## src/rtl/serial_sync_tx.sv

```systemverilog
// Bit-serial frame transmitter: "11" sync marker, MSB-first payload with a 0
// stuffed after every payload 1, then a single gap 0. Idle line is 0.
module serial_sync_tx #(
    parameter int unsigned DATA_W = 8
) (
    input  logic              clk,
    input  logic              rst,
    input  logic [DATA_W-1:0] in_data,
    input  logic              in_valid,
    output logic              in_ready,
    output logic              out,
    output logic              busy,
    output logic              frame_done
);

    localparam int unsigned CNT_W = $clog2(DATA_W + 1);

    typedef enum logic [2:0] {
        IDLE  = 3'd0,
        SYNC0 = 3'd1,
        SYNC1 = 3'd2,
        DATA  = 3'd3,
        STUFF = 3'd4,
        GAP   = 3'd5
    } state_t;

    state_t            state_q, state_d;
    logic [DATA_W-1:0] shift_q, shift_d;
    logic [CNT_W-1:0]  cnt_q,   cnt_d;
    logic              out_q,   out_d;
    logic              busy_q,  busy_d;
    logic              done_q,  done_d;

    // Ready is gated by rst directly so a word offered during reset is never taken.
    assign in_ready = (state_q == IDLE) && !rst;

    // Next-state, shift register and bit counter.
    always_comb begin
        state_d = state_q;
        shift_d = shift_q;
        cnt_d   = cnt_q;
        case (state_q)
            IDLE: begin
                if (in_valid && in_ready) begin
                    shift_d = in_data;
                    cnt_d   = CNT_W'(DATA_W);
                    state_d = SYNC0;
                end
            end
            SYNC0: state_d = SYNC1;
            SYNC1: state_d = DATA;
            DATA: begin
                shift_d = shift_q << 1;
                if (cnt_q != '0) begin
                    cnt_d = cnt_q - CNT_W'(1);
                end
                if (shift_q[DATA_W-1]) begin
                    state_d = STUFF;
                end else if (cnt_d == '0) begin
                    state_d = GAP;
                end
            end
            STUFF:   state_d = (cnt_q == '0) ? GAP : DATA;
            GAP:     state_d = IDLE;
            default: state_d = IDLE;
        endcase
    end

    // Outputs decoded from the upcoming state so they register alongside it.
    always_comb begin
        out_d  = 1'b0;
        busy_d = (state_d != IDLE);
        done_d = (state_d == GAP);
        case (state_d)
            SYNC0, SYNC1: out_d = 1'b1;
            DATA:         out_d = shift_d[DATA_W-1];
            default:      out_d = 1'b0;
        endcase
    end

    always_ff @(posedge clk) begin
        if (rst) begin
            state_q <= IDLE;
            shift_q <= '0;
            cnt_q   <= '0;
            out_q   <= 1'b0;
            busy_q  <= 1'b0;
            done_q  <= 1'b0;
        end else begin
            state_q <= state_d;
            shift_q <= shift_d;
            cnt_q   <= cnt_d;
            out_q   <= out_d;
            busy_q  <= busy_d;
            done_q  <= done_d;
        end
    end

    assign out        = out_q;
    assign busy       = busy_q;
    assign frame_done = done_q;

endmodule

```

## config.mk

```make
export PLATFORM = sky130hd
export DESIGN_NAME = serial_sync_tx
export DESIGN_NICKNAME = d
export VERILOG_FILES = /design/src/rtl/serial_sync_tx.sv
export SDC_FILE = /design/constraint.sdc
export NUM_CORES = 1
export LEC_CHECK = 0
export CAP_MARGIN = 20
export CELL_PAD_IN_SITES_DETAIL_PLACEMENT = 2
export CELL_PAD_IN_SITES_GLOBAL_PLACEMENT = 2
export CORE_MARGIN = 2
export CORE_UTILIZATION = 35
export CTS_BUF_LIST = sky130_fd_sc_hd__clkbuf_2 sky130_fd_sc_hd__clkbuf_4 sky130_fd_sc_hd__clkbuf_8
export CTS_CLUSTER_SIZE = 40
export DETAILED_ROUTE_END_ITERATION = 7
export GPL_TIMING_DRIVEN = 1
export HOLD_SLACK_MARGIN = 0.08
export PLACE_DENSITY_LB_ADDON = 0.1
export SYNTH_ARGS = -nofsm -noshare
export SYNTH_HDL_FRONTEND = slang
export SYNTH_SLANG_ARGS = --single-unit
export TNS_END_PERCENT = 20
```

## constraint.sdc

```tcl
create_clock -name clk -period 3.91 [get_ports clk]
set_input_delay 1.173 -clock clk [delete_from_list [all_inputs] [get_ports clk]]
set_output_delay 1.173 -clock clk [all_outputs]
set_load 0.1 [all_outputs]
```

-- After elaboration in Yosys (flattened, before gate mapping)
Index checks and enable logic that the tools add are counted.
W data, S select, Z words.
- word-level logic and storage cells: 40
- input port bits: 11
- flip-flop bits (word level): 18
- bits in read-only memories: 0
- output and inout port bits: 4
- memories: 0
- latch bits: 0
- bits in writable memories: 0
- add/sub/neg operators: 1
- $lt $le $gt $ge: 0
- shifts and indexed selects: 0
- div/mod/pow operators: 0
- bitwise operators: 0
- equal/unequal tests: 9
- reduce and logical (&&, ||, !) cells: 11
- multiplexer cells: 12
- multiply operators: 0
- operator list (cell ; count):
    $pmux W8 S2 ; 1
    $pmux W3 S5 ; 1
    $eq A3 B2 Y1 const B ; 4
    $mux W3 ; 4
    $mux W4 ; 3
    $logic_not A4 Y1 ; 2
    $mux W8 ; 1
    $pmux W4 S2 ; 1
    $eq A3 B1 Y1 const B ; 2
    $eq A3 B3 Y1 const B ; 2
    $reduce_bool A4 Y1 ; 1
    $sub A4 B1 Y4 const B ; 1
    $logic_not A3 Y1 ; 1
    $reduce_bool A3 Y1 ; 1
    $logic_and A1 B1 Y1 ; 2
    $ne A2 B1 Y1 const B ; 1
    $pmux W1 S2 ; 1
    $reduce_and A2 Y1 ; 1
    $reduce_bool A2 Y1 ; 1
    $reduce_or A2 Y1 ; 1
    $logic_not A1 Y1 ; 1

-- Longest topological paths before layout
- word-level depth: 10
- depth in mapped cells: 7

-- Worst setup path before layout
OpenSTA, ideal clock, no wires.
- kind: input to output
- from: in rst
- to: out in_ready
- stages on the path: 1
- path slack: 0.511 ns
- data arrival time: 2.226 ns
- buffers on the path: 0
- cell sequence: nor4_4
- longest elaborated chain between the ends: 2
- ends and longest elaborated chain (element ; RTL line ; source):
    from (decl) ; 7 ; input logic rst,
    $logic_not A1 Y1 ; 35 ; assign in_ready = (state_q == IDLE) && !rst;
    $logic_and A1 B1 Y1 ; 35 ;
    to (decl) ; 10 ; output logic in_ready,
Every way passes these cells.

-- Final worst setup path
Same ends and word-level chain as after synthesis.

==> results by stage <==
Clock tree:
- The clock sink count is 18.
- After clock tree synthesis, the clock-pin slew on the worst setup and hold paths is 0.10 ns.
- For this design, the CTS-stage hold fixing added 0 buffers.
- The TritonCTS clock tree is yes.
- The count of buffers added by post-CTS timing repair for setup is 0.
- The cell sitting at the root of the clock tree is a sky130_fd_sc_hd__clkbuf_4.
- Clock tree synthesis inserted a total of 3 buffers.
- Gates resized during post-CTS repair numbered 0.
- CTS built an H-tree with a depth of 1.
- The source-to-sink clock delay at the later pin of the worst-skew pair is between 0.2 and 0.3 ns.
- The clock passes through at most 2 buffers.

Timing:
- After layout, the minimum clock period comes to 3.342 ns.
- The actual slew at the worst max-slew pin is ~0.96 ns.
- Setup repair after global routing left no endpoint under its margin.
- The count of pins over their slew limit is 0.
- The number of hold-slack violations in the final timing report is 0.
- In the finished design, the share of the clock period the worst path needs comes to 0.8548.
- Setup violations remaining at the end of the flow were counted as 0.
- In this run the tightest slew margin relative to its limit is 0.3554.
- The clock skew is around 0.0035 ns.
- The peak clock frequency supported by timing is ~300 MHz.
- The final setup TNS is 0 ns.

Placed design:
- The placed wire-length estimate is ~1900 um.
- The placed instances occupy a cell area of ~1100 sq um.
- The number of I/O port buffers is 14.
- Once placement completed, the tool counted placed cells totaling 151.
- The routability-driven placement congestion ratio is 0.7563.

Logic synthesis:
- The area share of the leading cell type in the synthesized netlist is 0.3804.
- Yosys mapped the design onto 35 distinct sky130hd cell types.
- The most used standard cell by instance count after synthesis is sky130_fd_sc_hd__dfxtp_1.
- Synthesis inferred 18 register bits.
- The share of the Yosys chip area taken by registers is 0.3804.
- The count of yosys warnings during synthesis is 0.
- Counting every instance in the synthesized netlist gives 112.
- The area of the mapped netlist is 947.2 sq um.
- The number of synthesized flops with an enable pin is 0.
- In the synthesized netlist the dominant register cell turns out to be sky130_fd_sc_hd__dfxtp_1.
- The synthesized netlist net count is 124.
- In the synthesized netlist, the cells that appear most often are sky130_fd_sc_hd__dfxtp_1, sky130_fd_sc_hd__a21oi_1, sky130_fd_sc_hd__nand2_1, sky130_fd_sc_hd__nor2_1, sky130_fd_sc_hd__nor3_1.
- Of all flip-flops after synthesis, the portion carrying an async set or reset was 0.
- By area the synthesized netlist is led by sky130_fd_sc_hd__dfxtp_1, sky130_fd_sc_hd__a21oi_1, sky130_fd_sc_hd__a22oi_1.
- The largest total area in the synthesized netlist belongs to sky130_fd_sc_hd__dfxtp_1.
- The mean cell area of the mapped netlist is 8.457 sq um.

Finish:
- For this run, the share of the core covered by cells in the final layout is 0.4539.
- The share of post-route cells with drive strength above 1 is 0.1200.
- Compared with the post-synthesis result, the final layout area differs by 20.87%.
- The layout has about 290 filler cells.
- The sequential cells in the finished layout cover a total of about 360 sq um.
- The multi-input logic area is 534.3 sq um.
- The number of antenna cells inserted is 0.
- After the flow finishes, the layout carries non-filler instances totaling 155.
- The final design area excluding fillers is ~1100 sq um.
- The final net count is 138.

Floorplan:
- The initialized floorplan defines 18 standard-cell rows.
- The die footprint is 3138 sq um.
- In this run the count of I/O pins placed on the die edge is 15.
- The core region area is 2522 sq um.
- The initial utilization of the core area, before any placement, comes to 0.3755.
- The width of the chip is 56.02 um.
- The die height is between 50 and 60 um.

GRT:
- The routing usage on met2 is 0.3126.
- The met1 capacity usage during global routing is 0.2603.
- In the global route stage, met3 resource usage came out at 0.03023.
- Across every metal layer, demand over resource in global routing totals 0.1882.
- The number of global-route vias before repair came to 973.
- The maximum number of pins on one net before global-route repair is 15.
- After global routing, the most crowded layer is met2.
- The first global-routing pass estimated 4733 um of wire.
- The total grt overflow is 0.
- The number of antenna violations at the first check in global routing is 0.

Power and ir drop:
- The worst vdd rail ir drop is 227.9 uV.
- For this design the static power due to leakage is 0.4178 nW.
- For this design the ratio of total power to cell area is 404.8 nW/um^2.

Job:
- Across the run, the number of max-cap violations was 0.

Routing:
- For this run, design rule violations remaining after detail routing come to 0.
- The wire length per cell after detailed routing is around 17 um.
- The wire length after detailed routing is ~2700 um.
- The number of optimization iterations in the first detailed-route pass is 4.
- The antenna violation net count after detailed routing is 0.
- The starting DRC count in detailed routing is 15.
- The mean number of vias per cell is roughly 5.6.
- The total via count in the routed design is 862.

Outcome:
- The flow ran to the end, and the final reports show no timing, DRC or antenna violations.

Critical path:
- STA classifies the critical path startpoint as an input port.
- Along the worst path, the maximum fanout reaches 4.
- The critical path is of the in -> out type.
- Data on the critical path is required at its endpoint by ~2.7 ns.
- The capturing element type of the critical path is an output port.
- Data arrives at the worst endpoint at about 2.2 ns.

Worst hold path:
- The path type of the worst min-delay path is reg -> reg.
## registers in the layout, indices dropped and copies added (netlist names)
register	flops
state_q	3
frame_done	1
shift_q	8
busy	1
out	1
cnt_q	4
## per-stage QoR
step | total power [mW] | setup WS, ns | hold WS, ns
floorplan | 0.3109 | 0.5114 | 0.4307
global placement | 0.3479 | 0.5959 | 0.4434
detailed placement | 0.3516 | 0.5776 | 0.4634
CTS | 0.4673 | 0.5635 | 0.4786
global route | 0.4902 | 0.5268 | 0.4986
finish | 0.4634 | 0.5678 | 0.4747
## kinds of logic after synthesis
| group | Yosys count | synth area share |
|---|---|---|
| AND/OR/NAND/NOR | 42 | 0.2801 |
| AO/OA/AOI/OAI | 38 | 0.2510 |
| flip-flops | 18 | 0.3805 |
| buffers and inverters | 11 | 0.05547 |
| XOR/XNOR | 1 | 0.009249 |
| multiplexers | 1 | 0.01057 |
| adder cells (fa/ha/maj) | 1 | 0.01321 |
## power breakdown
part | total, mW | internal (mW) | switching, mW
clock network | 0.115 | 0.0566 | 0.0584
logic | 0.133 | 0.0498 | 0.0830
registers | 0.216 | 0.196 | 0.0192
## layer usage
layer,part of all wire,vias up
li1,-,433
met1,0.48,416
met2,0.49,11
met3,0.028,2
met4,0.0045,0
met5,0,-
## cell type report
type	count	area share
Inverter	5	0.01639
Multi-Input combinational cell	83	0.4667
Timing Repair Buffer	15	0.1377
Clock buffer	4	0.03169
Sequential cell	18	0.3148
Tap cell	30	0.03279
## path summary, 6_finish.rpt
path | startpoint | end | slack [ns] | cells after the start
setup / recovery | rst | in_ready | 0.57 | 3
hold / removal | shift_q[4] | shift_q[4] | 0.47 | 2
setup reg to reg | cnt_q[0] | out | 1.99 | 7
hold reg to reg | shift_q[4] | shift_q[4] | 0.47 | 2
## placed cells by master (no fill, tap or decap), drive strengths merged, types with 3 or more instances in the layout
| cell type | count |
|---|---|
| inv | 5 |
| o21ai | 6 |
| clkbuf | 4 |
| clkdlybuf4s50 | 13 |
| nor3b | 3 |
| nand2 | 11 |
| nor2 | 7 |
| a21oi | 19 |
| dfxtp | 18 |
| a22oi | 6 |
| nor3 | 7 |
## critical path: stages
cell	delay, ns
sky130_fd_sc_hd__clkdlybuf4s50_1	0.46
sky130_fd_sc_hd__nor4_4	0.30
sky130_fd_sc_hd__buf_12	0.23
(Power assumes the default switching activity.)
